## config.mk

```make
export PLATFORM = sky130hd
export DESIGN_NAME = gray_position_tracker
export DESIGN_NICKNAME = d
export VERILOG_FILES = /design/src/rtl/gray_position_tracker.sv
export SDC_FILE = /design/constraint.sdc
export NUM_CORES = 1
export LEC_CHECK = 0
export ABC_AREA = 1
export CAP_MARGIN = 20
export CORE_UTILIZATION = 47
export CTS_CLUSTER_DIAMETER = 150
export DETAILED_ROUTE_END_ITERATION = 8
export PLACE_DENSITY = 0.75
export SLEW_MARGIN = 20
export SYNTH_ARGS = -nofsm -noshare
export SYNTH_HDL_FRONTEND = slang
export SYNTH_SLANG_ARGS = --single-unit
```

## constraint.sdc

```tcl
create_clock -name clk -period 4.05 [get_ports clk]
set_input_delay 0.6075 -clock clk [delete_from_list [all_inputs] [get_ports clk]]
set_output_delay 0.6075 -clock clk [all_outputs]
set_load 0.02 [all_outputs]
```

## src/rtl/gray_position_tracker.sv

```systemverilog
// gray_position_tracker
//   Samples a Gray-coded position word on each gray_valid strobe. It decodes
//   the word to binary and classifies the change against the previous sample
//   as +1, -1, no move or an illegal jump. From that it maintains a signed
//   multi-turn position and a saturating count of illegal jumps.
// Ports:
//   clk        rising-edge clock
//   rst_n      asynchronous active-low reset
//   gray_in    Gray-coded sample (WIDTH)
//   gray_valid sample gray_in on this edge
//   clear      synchronous return to post-reset state (beats gray_valid)
//   bin_out    binary decode of last accepted sample
//   pos        accumulated two's-complement position (POS_W)
//   step_up    one-cycle pulse, +1 step accepted
//   step_dn    one-cycle pulse, -1 step accepted
//   err        one-cycle pulse, illegal jump detected
//   err_count  saturating illegal-jump count (ERR_W)
//   locked     a reference sample is held
module gray_position_tracker #(
  parameter int unsigned WIDTH = 4,
  parameter int unsigned POS_W = 16,
  parameter int unsigned ERR_W = 8
) (
  input  logic             clk,
  input  logic             rst_n,
  input  logic [WIDTH-1:0] gray_in,
  input  logic             gray_valid,
  input  logic             clear,
  output logic [WIDTH-1:0] bin_out,
  output logic [POS_W-1:0] pos,
  output logic             step_up,
  output logic             step_dn,
  output logic             err,
  output logic [ERR_W-1:0] err_count,
  output logic             locked
);

  typedef enum logic {
    UNLOCKED = 1'b0,
    LOCKED   = 1'b1
  } state_t;

  state_t           state_q, state_d;
  logic [WIDTH-1:0] bin_q, bin_d;
  logic [POS_W-1:0] pos_q, pos_d;
  logic [ERR_W-1:0] errc_q, errc_d;
  logic             up_q, up_d;
  logic             dn_q, dn_d;
  logic             err_q, err_d;

  logic [WIDTH-1:0] bin_new;
  logic [WIDTH-1:0] diff;

  // Gray to binary: each binary bit is the XOR of all Gray bits at or above it.
  always_comb begin
    bin_new = '0;
    bin_new[WIDTH-1] = gray_in[WIDTH-1];
    for (int unsigned k = 1; k < WIDTH; k++) begin
      bin_new[WIDTH-1-k] = bin_new[WIDTH-k] ^ gray_in[WIDTH-1-k];
    end
  end

  // bin_q doubles as the reference sample. Modulo subtraction makes the
  // wrap from all-ones to 0 read as +1, and the wrap from 0 to all-ones as -1.
  assign diff = bin_new - bin_q;

  always_comb begin
    state_d = state_q;
    bin_d   = bin_q;
    pos_d   = pos_q;
    errc_d  = errc_q;
    up_d    = 1'b0;
    dn_d    = 1'b0;
    err_d   = 1'b0;

    if (clear) begin
      state_d = UNLOCKED;
      bin_d   = '0;
      pos_d   = '0;
      errc_d  = '0;
    end else if (gray_valid) begin
      bin_d = bin_new;
      case (state_q)
        UNLOCKED: state_d = LOCKED;
        LOCKED: begin
          if (diff == WIDTH'(1)) begin
            pos_d = pos_q + POS_W'(1);
            up_d  = 1'b1;
          end else if (diff == '1) begin
            pos_d = pos_q - POS_W'(1);
            dn_d  = 1'b1;
          end else if (diff != '0) begin
            err_d = 1'b1;
            if (errc_q != '1) begin
              errc_d = errc_q + ERR_W'(1);
            end
          end
        end
        default: state_d = UNLOCKED;
      endcase
    end
  end

  always_ff @(posedge clk or negedge rst_n) begin
    if (!rst_n) begin
      state_q <= UNLOCKED;
      bin_q   <= '0;
      pos_q   <= '0;
      errc_q  <= '0;
      up_q    <= 1'b0;
      dn_q    <= 1'b0;
      err_q   <= 1'b0;
    end else begin
      state_q <= state_d;
      bin_q   <= bin_d;
      pos_q   <= pos_d;
      errc_q  <= errc_d;
      up_q    <= up_d;
      dn_q    <= dn_d;
      err_q   <= err_d;
    end
  end

  assign bin_out   = bin_q;
  assign pos       = pos_q;
  assign step_up   = up_q;
  assign step_dn   = dn_q;
  assign err       = err_q;
  assign err_count = errc_q;
  assign locked    = (state_q == LOCKED);

endmodule

```

==> results.md, run 1 <==
- Status: complete, no violations
- Dpl hpwl: 4203 um
- Antenna violations before repair: 0
- Simple-gate portion of the synthesized area: 36.38%
- WL/cell: 12.51 um
- Count leader, synth: nand2_1
- FFs w/ async S/R, synth: 100.0%
- Worst-Margin Slew: approximately 0.43 ns
- Syn-to-layout area delta: 41.62%
- Worst Path Arrival: 4.05 ns
- F_max: 0.2586 GHz
- Leak: 1.758 nW
- Initial DRC count: approximately 100
- Worst rel slew slack: 71.11%
- Req. time, crit path: 4.24 ns
- Pins over their slew limit: 0
- Final Util: ~70%
- Post-CTS Hold Fix Bufs: 0
- Antenna Nets Post-Route: 0
- Post-synthesis cell count: between 300 and 400
- Syn. warnings: 0
- Rows: 25
- Layout Nets: roughly 450
- Vias: 2436
- Min Tclk post-route: 3.866 ns
- Chip Width: 73.98 um
- Netlist cell types: 35
- Synth Area in Adders: 11.92%
- Synthesized flop and latch total: 32
- Clock transition at path regs: ~0.070 ns
- Number of global-route vias before repair: approximately 2200
- CP max stage cell: fa_1
- Pwr Total: around 2.6 mW
- Share of layout cells above drive strength 1: 23.56%
- Final Hold Viols: 0
- CP max stage delay: around 0.53 ns
- WL final: 6042 um
- Synthesized area per cell: 7.423 um2
- Core box area: 0.004848 mm2
- Post-synth top cells: nand2_1 (115), dfrtp_1 (32), inv_1 (28), nor2_1 (26), nand3_1 (25)
- DR pass1 iterations: 5
- Post-synthesis sequential area ratio: 32.89%
- CP Class: input pin to register
- Global route overflow: 0
- Initial Utilization: 50.22%
- Worst Path Buf+Inv: 4
- Routability Congestion: about 0.86
- Largest net degree at the start of global routing: 33
- Largest family of logic cells by synthesized area: simple AND/OR/NAND/NOR gates
- Die ar.: 0.005472 mm2
- CTS buffer count: 5
- Power density cells: 743.7 mW/mm2
- Input/output buffers: 39
- CTS root buf: clkbuf_8
- Cell family with most CP delay: simple AND/OR/NAND/NOR gates
- # DRC: 0
- Syn_nets: 358
- EDFF count, synth: 0
- Post-Route Skew: 0.004191 ns
- RSZ-0062 raised after global routing: false
- Post-Synth XOR/XNOR Area: 4.625%
- Startpoint types: input pin
- Final setup viols: 0
- Synth Area in Compound Gates: 8.068%
- H-tree levels: 2
- Post-synthesis mux area share: 0%
- CTS tree: done
- Tcrit/Tclk final: between 90% and 100%
- Worst skew pair latency: around 0.29 ns
- Synth top area share: 32.89%
- Cell Area, Synth: 0.002435 mm2
- Ant diodes: 0
- Die Height: approximately 74 um
- Clk sinks: 32
- Area contributors post-synth: dfrtp_1 (33%), nand2_1 (18%), ha_1 (10%), nand3_1 (5.1%), inv_1 (4.3%)
- Area leader, netlist: dfrtp_1
- Clock Tree Buf Depth: 2
- Max capacitance violation total: 0
- First-pass GRT wire length: approximately 9600 um
- Min-delay worst type: register to register
- CP Cell Sequence: clkdlybuf4s50_1 -> or2_2 -> nand2_2 -> xnor2_1 -> inv_1 -> ha_2 -> fa_1 -> inv_1 -> nor2_4 -> nand3_4 -> buf_4 -> ha_1 -> a21oi_2 -> a21boi_0 -> nand2_1 -> or2_2 -> nand3_1 -> nand2_1
- Vias/cell: 5.043
- GR Util All Layers: 22.89%
- Crit Path Max Fanout: 6
- Primary FF master, synth: dfrtp_1
- Worst setup EP type: register
- Peak supply drop: approximately 0.28 mV
- Io pins: 40
metal layers:
metal	vias to the layer above	wire [um]	GRT usage (%)
met1	1138	2594	29.61
met3	9	262	4.201
li1	1233	-	-
met4	0	75	7.479
met5	-	0	0
met2	56	3109	38.69
logic make-up after synthesis:
| logic type | after synthesis |
|---|---|
| and+or+nand+nor | 196 |
| buffers and inverters | 34 |
| AOI/OAI and AO/OA | 32 |
| DFF | 32 |
| adders and majority gates | 22 |
| xor gates and xnor gates | 12 |
cell type report:
cell class | instances | area [um2]
Timing Repair Buffer | 85 | 770.7
Sequential cell | 32 | 800.8
Fill cell | 376 | 1400
Inverter | 29 | 108.9
Multi-Input combinational cell | 262 | 1592
Clock buffer | 6 | 82.58
Clock inverter | 2 | 10.01
Tap cell | 67 | 83.83
worst min-delay path, cell delays in order, from the launching register on:
cell and delay [ns]:
dfrtp_1 0.38, nand2_1 0.06, nand2_1 0.05
registers in the layout (all words and copies together), names as in the netlist:
| signal | flops |
|---|---|
| pos | 16 |
| err_count | 8 |
| bin_out | 4 |
| err | 1 |
| locked | 1 |
| step_dn | 1 |
| step_up | 1 |
through the flow:
| stage | std cells | setup TNS [ns] | hold WS, ns | worst slack, ns | instance area [um2] |
|---|---|---|---|---|---|
| 2_1_floorplan | 328 | 0 | 0.3119 | 0.1495 | 2435 |
| 3_3_place_gp | 467 | -2.414 | 0.5019 | -0.3485 | 3154 |
| 3_5_place_dp | 467 | -4.346 | 0.5015 | -0.4960 | 3154 |
| 4_1_cts | 477 | 0 | 0.5195 | 0.003634 | 3286 |
| 5_1_grt | 483 | 0 | 0.5607 | 0.01624 | 3448 |
| 6_report | 483 | 0 | 0.5260 | 0.1836 | 3448 |
timing repair:
action | in CTS | in global routing
pin swaps | 2 | 7
hold endpoints to repair | 0 | 0
setup buffers | 2 | 5
setup endpoints to repair | 9 | 9
gates cloned | 0 | 1
gates resized for setup | 3 | 19
power by group:
part | leakage (nW) | internal [mW] | switching [mW]
combinational | 1.28 | 0.863 | 0.941
clock | 0.0510 | 0.136 | 0.129
sequential | 0.424 | 0.401 | 0.0956
final timing paths:
check | slack [ns] | cells past startpoint | to | from
setup / recovery | 0.18 | 18 | pos[12] | gray_in[1]
hold / removal | 0.53 | 2 | pos[14] | pos[14]
setup reg to reg | 1.08 | 13 | pos[12] | bin_out[0]
hold reg to reg | 0.53 | 2 | pos[14] | pos[14]
max in group asynchronous | 3.02 | 2 | err_count[4] | rst_n
min in group asynchronous | 0.71 | 2 | pos[3] | rst_n
layout by cell type, fill, tap and decap left out, types with 6 or more instances in the layout:
| cell type | Yosys | routed |
|---|---|---|
| a21oi_1 | 13 | 6 |
| a21oi_2 | 1 | 8 |
| buf_4 | 1 | 44 |
| clkbuf_8 | 0 | 6 |
| clkdlybuf4s50_1 | 0 | 37 |
| dfrtp_1 | 32 | 32 |
| ha_1 | 20 | 15 |
| inv_1 | 28 | 28 |
| nand2_1 | 115 | 111 |
| nand2_2 | 3 | 7 |
| nand3_1 | 25 | 25 |
| nand4_1 | 6 | 6 |
| nor2_1 | 26 | 25 |
| o21ai_2 | 6 | 6 |
| or2_2 | 8 | 8 |
| xor2_1 | 9 | 8 |
No activity file was read; power rests on OpenSTA's default activity.
==> run 2: changes to the inputs <==
CAP_MARGIN = 15   (was 20)
clock period = 5 ns   (was 4.05 ns; I/O delays follow)
==> run 2 against run 1 <==
Net effect:
- global-route usage decreased by 1.5 points
- flip-flop and latch count unchanged
- routed wire length decreased by 14%
- hold slack got worse by 0.015 ns
- via count decreased by 8.5%
- combinational power decreased by 38%
- sequential power decreased by 22%
- design area decreased by 14%
- first-iteration DRC count decreased by 25%
==> results.md, run 2 (synthesis gave the netlist of run 1 again) <==
- Input/output buffers: 39
- Antenna Nets Post-Route: 0
- Layout Nets: 400
- Ant diodes: 0
- Post-Route Skew: 0.004273 ns
- Io pins: 40
- Setup TNS Final: 0 ns
- Global route overflow: 0
- Clock Tree Buf Depth: 2
- Layout Cells excl Fill: 438
- CP Class: input pin to register
- Max reg flops: 16
- WL/cell: ~12 um
- Clock transition at path regs: 0.07 ns
- GR Util All Layers: a little over a fifth
- Min Tclk post-route: between 4 and 5 ns
- First-pass GRT wire length: ~9000 um
- Crit Path Max Fanout: 21
- H-tree levels: 2
- CTS tree: done
- Clk sinks: 32
- Post-Layout Inst Area: 0.002969 mm2
- Vias: between 2000 and 2500
- Rows: 25
- Req. time, crit path: between 5 and 6 ns
- Number of global-route vias before repair: 2122
- Antenna violations before repair: 0
- Status: complete, no violations
- Syn-to-layout area delta: 21.94%
- Power density cells: 578.9 mW/mm2
- Worst setup EP type: register
- Core box area: around 0.0048 mm2
- Most frequent cells in the layout: nand2_1 (115), clkdlybuf4s50_1 (39), dfrtp_1 (32), inv_1 (28), nor2_1 (26)
- Final setup viols: 0
- Initial DRC count: 76
- Post-CTS Hold Fix Bufs: 0
- Chip Width: ~74 um
- Min-delay worst type: register to register
- DR pass1 iterations: 4
- Startpoint types: input pin
- Die ar.: 0.005472 mm2
- Post CTS Setup Buffer Count: 0
- WL final: 5170 um
- Placed inst area: 0.002877 mm2
- CTS buffer count: 5
- Initial Utilization: 50.22%
- F_max: 0.2164 GHz
- Pwr Total: 1.719 mW
- Max capacitance violation total: 0
- Resize count post-CTS: 0
- Fillers: 455
- DP Cell Count: 430
- Largest net degree at the start of global routing: 33
- Final Hold Viols: 0
- CTS root buf: clkbuf_8
- Leak: 1.510 nW
- Pins over their slew limit: 0
- Worst rel slew slack: 71.95%
- Tcrit/Tclk final: 92.42%
- Peak supply drop: 0.1884 mV
- Vias/cell: 5.087
- # DRC: 0
- Dpl hpwl: about 3800 um
- Share of layout cells above drive strength 1: 9.164%
- Worst-Margin Slew: 0.4194 ns
- Leading cell type in the layout, fill and taps excluded: nand2_1
- Worst skew pair latency: 0.29 ns
- Die Height: 73.98 um
- Routability Congestion: 0.8860
- RSZ-0062 raised after global routing: false
- Worst Path Arrival: 4.81 ns
-- run 2: power by group --
part	internal [mW]	switching, mW
combinational	0.447	0.671
sequential	0.325	0.0638
clock	0.110	0.102
-- run 2: cell type report --
type	instances	area, um2	area share (%)
multi-input combinational	262	1485	50.02
sequential	32	800.8	26.97
timing repair buffer	40	397.9	13.40
inverter	29	108.9	3.666
tap	67	83.83	2.823
clock buffer	6	82.58	2.781
clock inverter	2	10.01	0.3371
-- run 2: critical path: stages --
cell	delay, ns
clkdlybuf4s50_1	0.46
xor2_1	0.22
or2_2	0.29
nand2_1	0.15
xnor2_1	0.14
inv_1	0.07
ha_1	0.20
fa_1	0.52
inv_1	0.05
nor2_1	0.19
nand3_4	0.28
ha_1	0.43
a21oi_1	0.19
nand2_1	0.13
nand2_1	0.08
nand2_1	0.10
nand2_1	0.09
nand2_1	0.07
or2_2	0.27
nand3_1	0.08
nand2_1	0.04
-- run 2: path summary, 6_finish.rpt --
kind,start,end,slack [ns],cells after the start
setup / recovery,gray_in[3],pos[12],0.38,21
hold / removal,pos[13],pos[13],0.51,2
setup reg to reg,bin_out[0],pos[12],1.74,15
hold reg to reg,pos[13],pos[13],0.51,2
max in group asynchronous,rst_n,err,3.84,2
min in group asynchronous,rst_n,pos[8],0.85,2
-- run 2: routing by layer --
layer / GRT usage [%] / up-vias / wire length [um]
met5: 0 / - / 0
met4: 10.68 / 0 / 112
met3: 4.336 / 12 / 224
met2: 35.35 / 48 / 2455
met1: 26.68 / 1026 / 2378
li1: - / 1142 / -
-- run 2: per-stage QoR --
stage	util (%)	hold slack, ns	setup slack (ns)
2_1_floorplan	-	0.4544	0.9570
3_3_place_gp	59.33	0.5003	0.1852
3_5_place_dp	59.33	0.5021	0.1056
4_1_cts	61.24	0.5177	0.4009
5_1_grt	61.24	0.5565	0.09290
6_report	61.24	0.5110	0.3788
